File: config.mk
export PLATFORM = sky130hd
export DESIGN_NAME = pulse_rate_filter
export DESIGN_NICKNAME = d
export VERILOG_FILES = /design/src/rtl/pulse_pkg.sv /design/src/rtl/pulse_avg_ring.sv /design/src/rtl/pulse_rate_filter.sv
export SDC_FILE = /design/constraint.sdc
export NUM_CORES = 1
export LEC_CHECK = 0
export CORE_MARGIN = 2
export CORE_UTILIZATION = 45
export DETAILED_ROUTE_END_ITERATION = 8
export PLACE_DENSITY_LB_ADDON = 0.3
export SETUP_SLACK_MARGIN = 0.05
export SYNTH_ARGS = -nofsm -noshare
export SYNTH_HDL_FRONTEND = slang
export SYNTH_SLANG_ARGS = --single-unit
File: constraint.sdc
create_clock -name clk -period 4.1 [get_ports clk]
set_input_delay 0.82 -clock clk [delete_from_list [all_inputs] [get_ports clk]]
set_output_delay 0.82 -clock clk [all_outputs]
set_load 0.05 [all_outputs]
File: src/rtl/pulse_pkg.sv
// Shared types and defaults for the pulse-rate filter.
// Latency: n/a (declarations only).
// Backpressure: n/a.
package pulse_pkg;

  // Alarm state machine states
  typedef enum logic [2:0] {
    ST_NORMAL    = 3'd0,
    ST_LOW_PEND  = 3'd1,
    ST_LOW       = 3'd2,
    ST_HIGH_PEND = 3'd3,
    ST_HIGH      = 3'd4
  } alarm_state_t;

  // alarm_o encodings; 2'b11 is never produced
  localparam logic [1:0] ALARM_NORMAL = 2'b00;
  localparam logic [1:0] ALARM_LOW    = 2'b01;
  localparam logic [1:0] ALARM_HIGH   = 2'b10;

  // Default configuration
  localparam int         DEF_DEPTH   = 8;
  localparam logic [7:0] DEF_LOW_TH  = 8'd50;
  localparam logic [7:0] DEF_HIGH_TH = 8'd120;
  localparam logic [7:0] DEF_HYST    = 8'd5;
  localparam int         DEF_HOLD    = 3;

  // Only the two latched alarm states are visible outside; pending states read as normal
  function automatic logic [1:0] alarm_code(input alarm_state_t st);
    logic [1:0] code;
    code = ALARM_NORMAL;
    case (st)
      ST_LOW:  code = ALARM_LOW;
      ST_HIGH: code = ALARM_HIGH;
      default: code = ALARM_NORMAL;
    endcase
    return code;
  endfunction

endpackage

File: src/rtl/pulse_avg_ring.sv
// Sample ring and running sum; exposes the window mean (and window contents under PULSE_MINMAX_EN).
// Latency: sum/mean and mean_vld registered 1 cycle after an accepted write.
// Backpressure: none; a write is accepted every cycle wr_en is high and clr is low.
module pulse_avg_ring #(
  parameter int DEPTH = pulse_pkg::DEF_DEPTH
) (
  input  logic                 clk,
  input  logic                 rst,
  input  logic                 clr,
  input  logic                 wr_en,
  input  logic [7:0]           wr_dat,
  output logic [7:0]           mean,
  output logic                 mean_vld,
  output logic                 full
`ifdef PULSE_MINMAX_EN
  ,
  output logic [DEPTH*8-1:0]   window
`endif
);

  localparam int AW = $clog2(DEPTH);
  localparam int SW = 8 + AW;

  logic [7:0]    mem [DEPTH];
  logic [AW-1:0] wr_ptr;
  logic [SW-1:0] sum;
  logic          accept;
  logic          last_slot;
  logic [7:0]    evicted;

  // clr wins over a coincident write: the sample is dropped
  assign accept    = wr_en & ~clr;
  assign last_slot = (wr_ptr == AW'(DEPTH - 1));
  // Until the window is full the slot being written holds nothing to remove
  assign evicted   = full ? mem[wr_ptr] : 8'd0;
  // Sum is at most DEPTH*255, so the top 8 bits are the truncated mean
  assign mean      = sum[SW-1:AW];

`ifdef PULSE_MINMAX_EN
  for (genvar g = 0; g < DEPTH; g++) begin : g_win
    assign window[g*8 +: 8] = mem[g];
  end
`endif

  // Ring storage: no reset, a slot is only read after it has been written
  always_ff @(posedge clk) begin
    if (accept) begin
      mem[wr_ptr] <= wr_dat;
    end
  end

  // Write pointer, running sum, fill flag and the mean-ready strobe
  always_ff @(posedge clk or posedge rst) begin
    if (rst) begin
      wr_ptr   <= '0;
      sum      <= '0;
      full     <= 1'b0;
      mean_vld <= 1'b0;
    end else if (clr) begin
      wr_ptr   <= '0;
      sum      <= '0;
      full     <= 1'b0;
      mean_vld <= 1'b0;
    end else begin
      mean_vld <= accept & (full | last_slot);
      if (accept) begin
        wr_ptr <= last_slot ? '0 : wr_ptr + AW'(1);
        sum    <= sum + SW'(wr_dat) - SW'(evicted);
        if (last_slot) begin
          full <= 1'b1;
        end
      end
    end
  end

endmodule

File: src/rtl/pulse_rate_filter.sv
// Windowed pulse-rate mean with hysteretic low/high alarm; min/max outputs under PULSE_MINMAX_EN.
// Latency: avg_valid_o/avg_o 2 cycles after an accepted sample; alarm_o 1 cycle after avg_valid_o.
// Backpressure: none; samples are accepted every cycle, clear_i drops a coincident sample.
module pulse_rate_filter #(
  parameter int         DEPTH   = pulse_pkg::DEF_DEPTH,
  parameter logic [7:0] LOW_TH  = pulse_pkg::DEF_LOW_TH,
  parameter logic [7:0] HIGH_TH = pulse_pkg::DEF_HIGH_TH,
  parameter logic [7:0] HYST    = pulse_pkg::DEF_HYST,
  parameter int         HOLD    = pulse_pkg::DEF_HOLD
) (
  input  logic       clk,
  input  logic       reset_count,
  input  logic [7:0] sample_i,
  input  logic       sample_valid_i,
  input  logic       clear_i,
  output logic [7:0] avg_o,
  output logic       avg_valid_o,
  output logic       full_o,
  output logic [1:0] alarm_o
`ifdef PULSE_MINMAX_EN
  ,
  output logic [7:0] min_o,
  output logic [7:0] max_o
`endif
);

  import pulse_pkg::*;

  // Exit thresholds computed wide so LOW_TH+HYST cannot wrap and HIGH_TH-HYST cannot underflow
  localparam logic [8:0] LOW_EXIT  = {1'b0, LOW_TH} + {1'b0, HYST};
  localparam int         HIGH_EXIT = int'(HIGH_TH) - int'(HYST);
  localparam logic [3:0] HOLD_CNT  = 4'(HOLD);

  logic [7:0]   ring_mean;
  logic         ring_mean_vld;
  logic         take_avg;
  alarm_state_t state_q, state_d;
  logic [3:0]   pend_q, pend_d;
  logic [3:0]   low_cnt, high_cnt;
  logic         is_low, is_high, low_exit, high_exit;
  logic         enter_low, enter_high;

`ifdef PULSE_MINMAX_EN
  logic [DEPTH*8-1:0] window;
  logic [7:0]         win_min, win_max;
`endif

  pulse_avg_ring #(
    .DEPTH (DEPTH)
  ) u_ring (
    .clk      (clk),
    .rst      (reset_count),
    .clr      (clear_i),
    .wr_en    (sample_valid_i),
    .wr_dat   (sample_i),
    .mean     (ring_mean),
    .mean_vld (ring_mean_vld),
    .full     (full_o)
`ifdef PULSE_MINMAX_EN
    ,
    .window   (window)
`endif
  );

  // A clear in the cycle between the ring update and the output stage cancels that average
  assign take_avg = ring_mean_vld & ~clear_i;

  // Mean output stage: strobe for one cycle, hold the value between strobes
  always_ff @(posedge clk or posedge reset_count) begin
    if (reset_count) begin
      avg_o       <= 8'd0;
      avg_valid_o <= 1'b0;
    end else begin
      avg_valid_o <= take_avg;
      if (take_avg) begin
        avg_o <= ring_mean;
      end
    end
  end

`ifdef PULSE_MINMAX_EN
  // Window extrema across all slots; only sampled once the window is full
  always_comb begin
    win_min = window[7:0];
    win_max = window[7:0];
    for (int i = 1; i < DEPTH; i++) begin
      if (window[i*8 +: 8] < win_min) win_min = window[i*8 +: 8];
      if (window[i*8 +: 8] > win_max) win_max = window[i*8 +: 8];
    end
  end

  // Extrema output stage, aligned with the mean
  always_ff @(posedge clk or posedge reset_count) begin
    if (reset_count) begin
      min_o <= 8'd0;
      max_o <= 8'd0;
    end else if (take_avg) begin
      min_o <= win_min;
      max_o <= win_max;
    end
  end
`endif

  assign is_low    = (avg_o < LOW_TH);
  assign is_high   = (avg_o > HIGH_TH);
  assign low_exit  = ({1'b0, avg_o} >= LOW_EXIT);
  assign high_exit = (int'(avg_o) <= HIGH_EXIT);
  // Consecutive count including the current average
  assign low_cnt   = (state_q == ST_LOW_PEND)  ? pend_q + 4'd1 : 4'd1;
  assign high_cnt  = (state_q == ST_HIGH_PEND) ? pend_q + 4'd1 : 4'd1;

  // Alarm state and pend counter register
  always_ff @(posedge clk or posedge reset_count) begin
    if (reset_count) begin
      state_q <= ST_NORMAL;
      pend_q  <= 4'd0;
    end else begin
      state_q <= state_d;
      pend_q  <= pend_d;
    end
  end

  // Alarm next-state: evaluated only on a fresh average, clear forces NORMAL
  always_comb begin
    state_d    = state_q;
    pend_d     = pend_q;
    enter_low  = 1'b0;
    enter_high = 1'b0;
    if (clear_i) begin
      state_d = ST_NORMAL;
      pend_d  = 4'd0;
    end else if (avg_valid_o) begin
      case (state_q)
        ST_LOW: begin
          if (is_high) begin
            enter_high = 1'b1;
          end else if (low_exit) begin
            state_d = ST_NORMAL;
            pend_d  = 4'd0;
          end
        end
        ST_HIGH: begin
          if (is_low) begin
            enter_low = 1'b1;
          end else if (high_exit) begin
            state_d = ST_NORMAL;
            pend_d  = 4'd0;
          end
        end
        default: begin
          if (is_low) begin
            enter_low = 1'b1;
          end else if (is_high) begin
            enter_high = 1'b1;
          end else begin
            state_d = ST_NORMAL;
            pend_d  = 4'd0;
          end
        end
      endcase
      if (enter_low) begin
        if (low_cnt >= HOLD_CNT) begin
          state_d = ST_LOW;
          pend_d  = 4'd0;
        end else begin
          state_d = ST_LOW_PEND;
          pend_d  = low_cnt;
        end
      end
      if (enter_high) begin
        if (high_cnt >= HOLD_CNT) begin
          state_d = ST_HIGH;
          pend_d  = 4'd0;
        end else begin
          state_d = ST_HIGH_PEND;
          pend_d  = high_cnt;
        end
      end
    end
  end

  // Alarm output decode
  always_comb begin
    alarm_o = alarm_code(state_q);
  end

endmodule

==> results of run 1 <==
state kept, by name (all words and copies together), names as in the netlist, 3 cells and up:
signal and count:
avg_o 8, pend_q 4, state_q 3, u_ring.mem 64, u_ring.sum 11, u_ring.wr_ptr 3
cell families (layout without fill, tap and decap cells):
group	count (synthesis)	in the layout	synth area share (%)
xor+xnor	6	6	1.09
mux	35	35	11.7
simple gates	95	95	11.5
compound gates	52	52	7.90
fa+ha+maj	22	22	6.96
buf+inv	54	97	4.34
flops	96	96	56.5
power by group:
| part | internal (mW) | leakage [nW] | switching (mW) |
|---|---|---|---|
| Sequential | 1.08 | 1.01 | 0.0398 |
| Combinational | 0.247 | 0.997 | 0.317 |
| Clock | 0.234 | 0.0957 | 0.355 |
synthesized netlist by cell type (all sizes together) (6+ instances only):
| cell | n |
|---|---|
| fa | 8 |
| mux2i | 10 |
| edfxtp | 64 |
| mux2 | 9 |
| mux4 | 16 |
| a21oi | 14 |
| nor2b | 14 |
| clkbuf | 9 |
| nand3 | 6 |
| o21ai | 10 |
| dfrtp | 32 |
| ha | 14 |
| nand2b | 6 |
| nor2 | 23 |
| nand2 | 8 |
| inv | 40 |
| nor3 | 14 |
layout make-up:
cell class	instances	area [um^2]	share of cell area, %
sequential	96	2720	49.6
inverter	40	150	2.73
timing repair buffer	41	378	6.87
clock buffer	9	124	2.25
multi-input combinational	210	1890	34.4
tap	136	170	3.10
clock inverter	7	61.3	1.12
metal layers:
metal | vias up | track usage, %
met5 | - | 0
met4 | 0 | 4.49
met3 | 7 | 3.33
met2 | 38 | 27.8
met1 | 1453 | 23.2
li1 | 1405 | -
worst paths after layout:
| kind | slack, ns | to |
|---|---|---|
| setup / recovery | 0.52 | u_ring.sum[7] |
| hold / removal | 0.50 | avg_o[0] |
| setup reg to reg | 0.52 | u_ring.sum[7] |
| hold reg to reg | 0.50 | avg_o[0] |
| max in group asynchronous | 2.93 | u_ring.wr_ptr[0] |
| min in group asynchronous | 0.85 | u_ring.sum[1] |
through the flow:
stage / utilization [%] / hold WS, ns / instances / worst slack (ns)
after global routing: 53.0 / 0.543 / 539 / 0.178
final: 53.0 / 0.500 / 539 / 0.525
after global placement: 51.2 / 0.479 / 523 / 0.329
after floorplan: - / 0.464 / 360 / 0.634
after CTS: 53.0 / 0.504 / 539 / 0.368
after detailed placement: 51.2 / 0.480 / 523 / 0.272
==> impl_results.md, run 1 <==
* Status: complete, no violations
* Required time of the critical path at 4.36 ns
* I/O Pins at 24
* Post-Synthesis Cell Area at 0.00481 mm^2
* Design Area, Final at 0.00550 mm^2
* Setup repair bufs after CTS at 0
* Rel. slew slack at 50.1%
* Final Setup Violations at 0
* Die Width at 107 um
* Area Overhead vs Synth at 14.2%
* Seq cells post-synth at 96
* Starting Density at 46.4%
* Slew Viols, Final at 0
* Pin slew with the least headroom to its limit at 0.746 ns
* Layout cells sized above 1 at 16.1%
* Placed cell area at 0.00531 mm^2
* DP HPWL at 6390 um
* CP Launch Point: u_ring.wr_ptr[0]
* VDD IR-drop max at 0.218 mV
* Top cells by area, synth: edfxtp_1 40%, dfrtp_1 17%, mux4_2 7.5%
* DIE AREA at 0.0115 mm^2
* H-tree depth at 3
* IO buf count at 23
* F_max at 280 MHz
* CP Capture Type: flip-flop
* Tmin final at 3.58 ns
* Final Hold Viols at 0
* RSZ-0062 raised after global routing: false
* Hold Crit Depth at 1
* Commonest non-fill, non-tap cell in the layout: edfxtp_1
* Worst skew pair latency at 0.35 ns
* Worst endpoint data arrival time at 3.84 ns
* Maxcap violations at 0
* Clock edge transition at the registers on the reported setup and hold paths at 0.10 ns
* Leading area contributor after synthesis: edfxtp_1
* Setup crit start kind: flip-flop
* Initial antenna violation count at 0
* Setup TNS at 0 ns
* Lkg Pwr at 2.10 nW
* WL met2 at 4400 um
* Net Count, Synth at 394
* GPL Wtd Cong at 0.813
* GR Util All Layers at 16.9%
* Top sig layer: met4
* Grt ovf at 0
* WL per Instance at 16.6 um
* Remaining antenna violation count at 0
* Most frequent cells in the layout: 64 x edfxtp_1, 39 x inv_1, 31 x dfrtp_1
* CP delay by family, top: compound AO/OA/AOI/OAI gates
* Post-detailed-route via-to-cell ratio at 5.39
* CTS tree: built
* Crit-path max FO at 16
* Cells after Synth at 360
* Vias at 2903
* Ant. Diodes at 0
* Number of CTS-inserted buffers at 9
* RR Startpoint: u_ring.wr_ptr[0]
* Layout fillers at 889
* Tot Pwr at 2.27 mW
* Top cell type's share of synthesized area at 39.9%
* Stages on worst setup path at 13
* Mean Syn Cell Area at 13.4 um^2
* Number of synthesized flops with an enable pin at 64
* DRT iter0 DRCs at 143
* Async SR Flop Fraction at 33.3%
* Top FF cell, synth: edfxtp_1
* Crit path kind: reg2reg
* Fin Clk Skew at 0.00909 ns
* Nets at 432
* Routed wl met3 at 223 um
* Synth unique cells at 62
* PD cells at 413 mW/mm^2
* Sink Count at 96
* Slowest stage delay, CP at 0.54 ns
* Met1 wire length at 4250 um
* Die height at 107 um
* Min-delay src: u_ring.sum[3]
* Cts repair resizes at 0
* Root buf cell: clkbuf_8
* Cts hold-fix bufs at 0
* CP max stage cell: dfrtp_2
* Largest net degree at the start of global routing at 33
* Row count at 37
* Hold crit path type: reg2reg
* Vias in the first global route at 2994
* Period utilization at 87.2%
* Cell Chain, Critical Path: buf_12 -> mux4_2 -> mux2i_1 -> nor2b_1 -> fa_1 -> inv_1 -> ha_1 -> nor2_1 -> o21ai_1 -> a2111oi_0 -> nor3_1 -> xnor2_1 -> a211oi_1
* First-pass GRT wire length at 15100 um
* Max clock buf depth at 2
* CORE AREA at 0.0104 mm^2
* Routed Wire Length at 8940 um
* Yosys warns at 0
* CP Buf/Inv Count at 2
* Post-synthesis sequential area ratio at 56.5%
* Worst r2r path cells at 13
* Drt pass-1 iters at 4
* Drt drc at 0
Note: power is estimated with default switching activity, not from simulation.
==> inputs of run 2 (changes only) <==
CELL_PAD_IN_SITES_DETAIL_PLACEMENT = 0   (was unset)
CELL_PAD_IN_SITES_GLOBAL_PLACEMENT = 2   (was unset)
CORE_UTILIZATION = 43   (was 45)
CTS_BUF_LIST = sky130_fd_sc_hd__clkbuf_16   (was unset)
SETUP_SLACK_MARGIN = 0.15   (was 0.05)
==> run 2 against run 1 <==
Register-to-register slack worse by 0.02 ns. Final area up 1.7%. Critical path type unchanged. Critical endpoint is now u_ring.sum[10]. Sequential share of layout area down 0.82 points. Clock skew up 0.00052 ns. Wire length up 11%. Die area up 4.5%. Non-clock buffer count down 2. Global-route usage up 1.7 points.
==> impl_results.md, run 2 (same netlist as run 1, synthesis figures left out) <==
* Crit path kind: reg2reg
* Cts repair resizes at 0
* Tmin final at 3.59 ns
* Final Setup Violations at 0
* Setup crit start kind: flip-flop
* Gate power share at 22.8%
* IO buf count at 23
* Final Hold Viols at 0
* Biggest regs: u_ring.mem x64, u_ring.sum x11, avg_o x8
* Drt drc at 0
* Remaining antenna violation count at 0
* GR Util All Layers at 18.6%
* CP Capture Type: flip-flop
* Number of CTS-inserted buffers at 9
* PD cells at 446 mW/mm^2
* Nets at 430
* Layout cells sized above 1 at 16.0%
* Initial antenna violation count at 0
* Clock edge transition at the registers on the reported setup and hold paths at 0.07 ns
* Setup TNS at 0 ns
* Register area at 0.00272 mm^2
* H-tree depth at 3
* Lkg Pwr at 2.14 nW
* Routed Wire Length at 9880 um
* RSZ-0062 raised after global routing: false
* DIE AREA at 0.0121 mm^2
* Rel. slew slack at 45.0%
* Multi-input gate area at 0.00190 mm^2
* Reg with most FFs: u_ring.mem
* Status: complete, no violations
* CORE AREA at 0.0109 mm^2
* Sink Count at 96
* Net load switching power at 0.747 mW
* Slowest stage delay, CP at 0.61 ns
* Fin Hold WS at 0.506 ns
* CTS tree: built
* Row count at 38
* F_max at 278 MHz
* Drt pass-1 iters at 4
* Root buf cell: clkbuf_16
* Setup repair bufs after CTS at 0
* Final Util at 51.3%
* WL per Instance at 18.3 um
* VDD IR-drop max at 0.184 mV
* Fin Clk Skew at 0.00961 ns
* DRT iter0 DRCs at 159
* I/O Pins at 24
* Most frequent cells in the layout: 64 x edfxtp_1, 40 x inv_1, 31 x dfrtp_1
* Required time of the critical path at 4.33 ns
* CP Buf/Inv Count at 2
* Clock share of power at 32.2%
* Flop pwr share at 45.0%
* Design Area, Final at 0.00559 mm^2
* Ant. Diodes at 0
* Placed cell area at 0.00531 mm^2
* Area Overhead vs Synth at 16.1%
* Slew Viols, Final at 0
* Post-detailed-route via-to-cell ratio at 5.45
* Largest net degree at the start of global routing at 33
* Die Width at 110 um
* Worst skew pair latency at 0.34 ns
* GPL Wtd Cong at 0.775
* Hold crit path type: reg2reg
* Switching part of the total power at 30.0%
* Cts hold-fix bufs at 0
* Commonest non-fill, non-tap cell in the layout: edfxtp_1
* DP HPWL at 6940 um
* Layout fillers at 945
* Vias in the first global route at 3091
* Pin slew with the least headroom to its limit at 0.824 ns
* Worst endpoint data arrival time at 3.82 ns
* Die height at 110 um
* Cell Chain, Critical Path: buf_4 -> mux4_2 -> mux2i_1 -> nor2b_1 -> fa_1 -> inv_1 -> ha_1 -> nand4_1 -> a211o_1 -> and4_1 -> nor3_1 -> xor2_1 -> nor2_1
* First-pass GRT wire length at 16400 um
* CP max stage cell: dfrtp_1
* CP delay by family, top: adder cells
* Grt ovf at 0
* Max clock buf depth at 2
* Number of flip-flops under the largest register name at 64
* Power Internal at 1.75 mW
* Starting Density at 44.2%
* Period utilization at 87.6%
* Vias at 2948
* Crit-path max FO at 13
* Maxcap violations at 0
## run 2: layer usage
layer	GRT usage [%]	part of all wire, %	routed length (um)
met4	6.33	1.9	190
met2	28.3	45	4490
met3	4.03	3.2	315
met1	26.5	49	4890
met5	0	0	0
## run 2: area by class of cell
class | instances | share of cell area, %
Clock inverter | 7 | 1.01
Tap cell | 140 | 3.13
Multi-Input combinational cell | 210 | 33.9
Clock buffer | 9 | 4.03
Sequential cell | 96 | 48.7
Timing Repair Buffer | 39 | 6.49
Inverter | 40 | 2.69
## run 2: path summary, 6_finish.rpt
check | start | to | slack (ns) | depth (start not counted)
max in group asynchronous | reset_count | u_ring.wr_ptr[0] | 2.89 | 3
setup / recovery | u_ring.wr_ptr[2] | u_ring.sum[10] | 0.51 | 13
hold reg to reg | pend_q[3] | pend_q[3] | 0.51 | 1
setup reg to reg | u_ring.wr_ptr[2] | u_ring.sum[10] | 0.51 | 13
hold / removal | pend_q[3] | pend_q[3] | 0.51 | 1
min in group asynchronous | reset_count | avg_o[2] | 0.88 | 3
## run 2: worst register-to-register path, delay by kind of cell, from the launching register on
| kind | cells | cell delay [ns] |
|---|---|---|
| AOI/OAI and AO/OA | 1 | 0.26 |
| xor gates and xnor gates | 1 | 0.17 |
| adders and majority gates | 2 | 0.85 |
| buffers and inverters | 2 | 0.36 |
| DFF | 1 | 0.61 |
| muxes | 2 | 0.58 |
| and+or+nand+nor | 5 | 0.66 |
## run 2: through the flow
stage	power, mW	std cells	worst slack [ns]
2_1_floorplan	1.56	360	0.634
3_3_place_gp	1.70	525	0.339
3_5_place_dp	1.71	525	0.298
4_1_cts	2.51	541	0.332
5_1_grt	2.65	541	0.159
6_report	2.49	541	0.506
## run 2: power by group through the flow
stage / Clock (mW) / Sequential (mW) / Combinational [mW]
3_3_place_gp: 0 / 1.14 / 0.561
6_report: 0.803 / 1.12 / 0.568
2_1_floorplan: 0 / 1.13 / 0.433
5_1_grt: 0.861 / 1.13 / 0.661
4_1_cts: 0.821 / 1.12 / 0.572
3_5_place_dp: 0 / 1.14 / 0.566
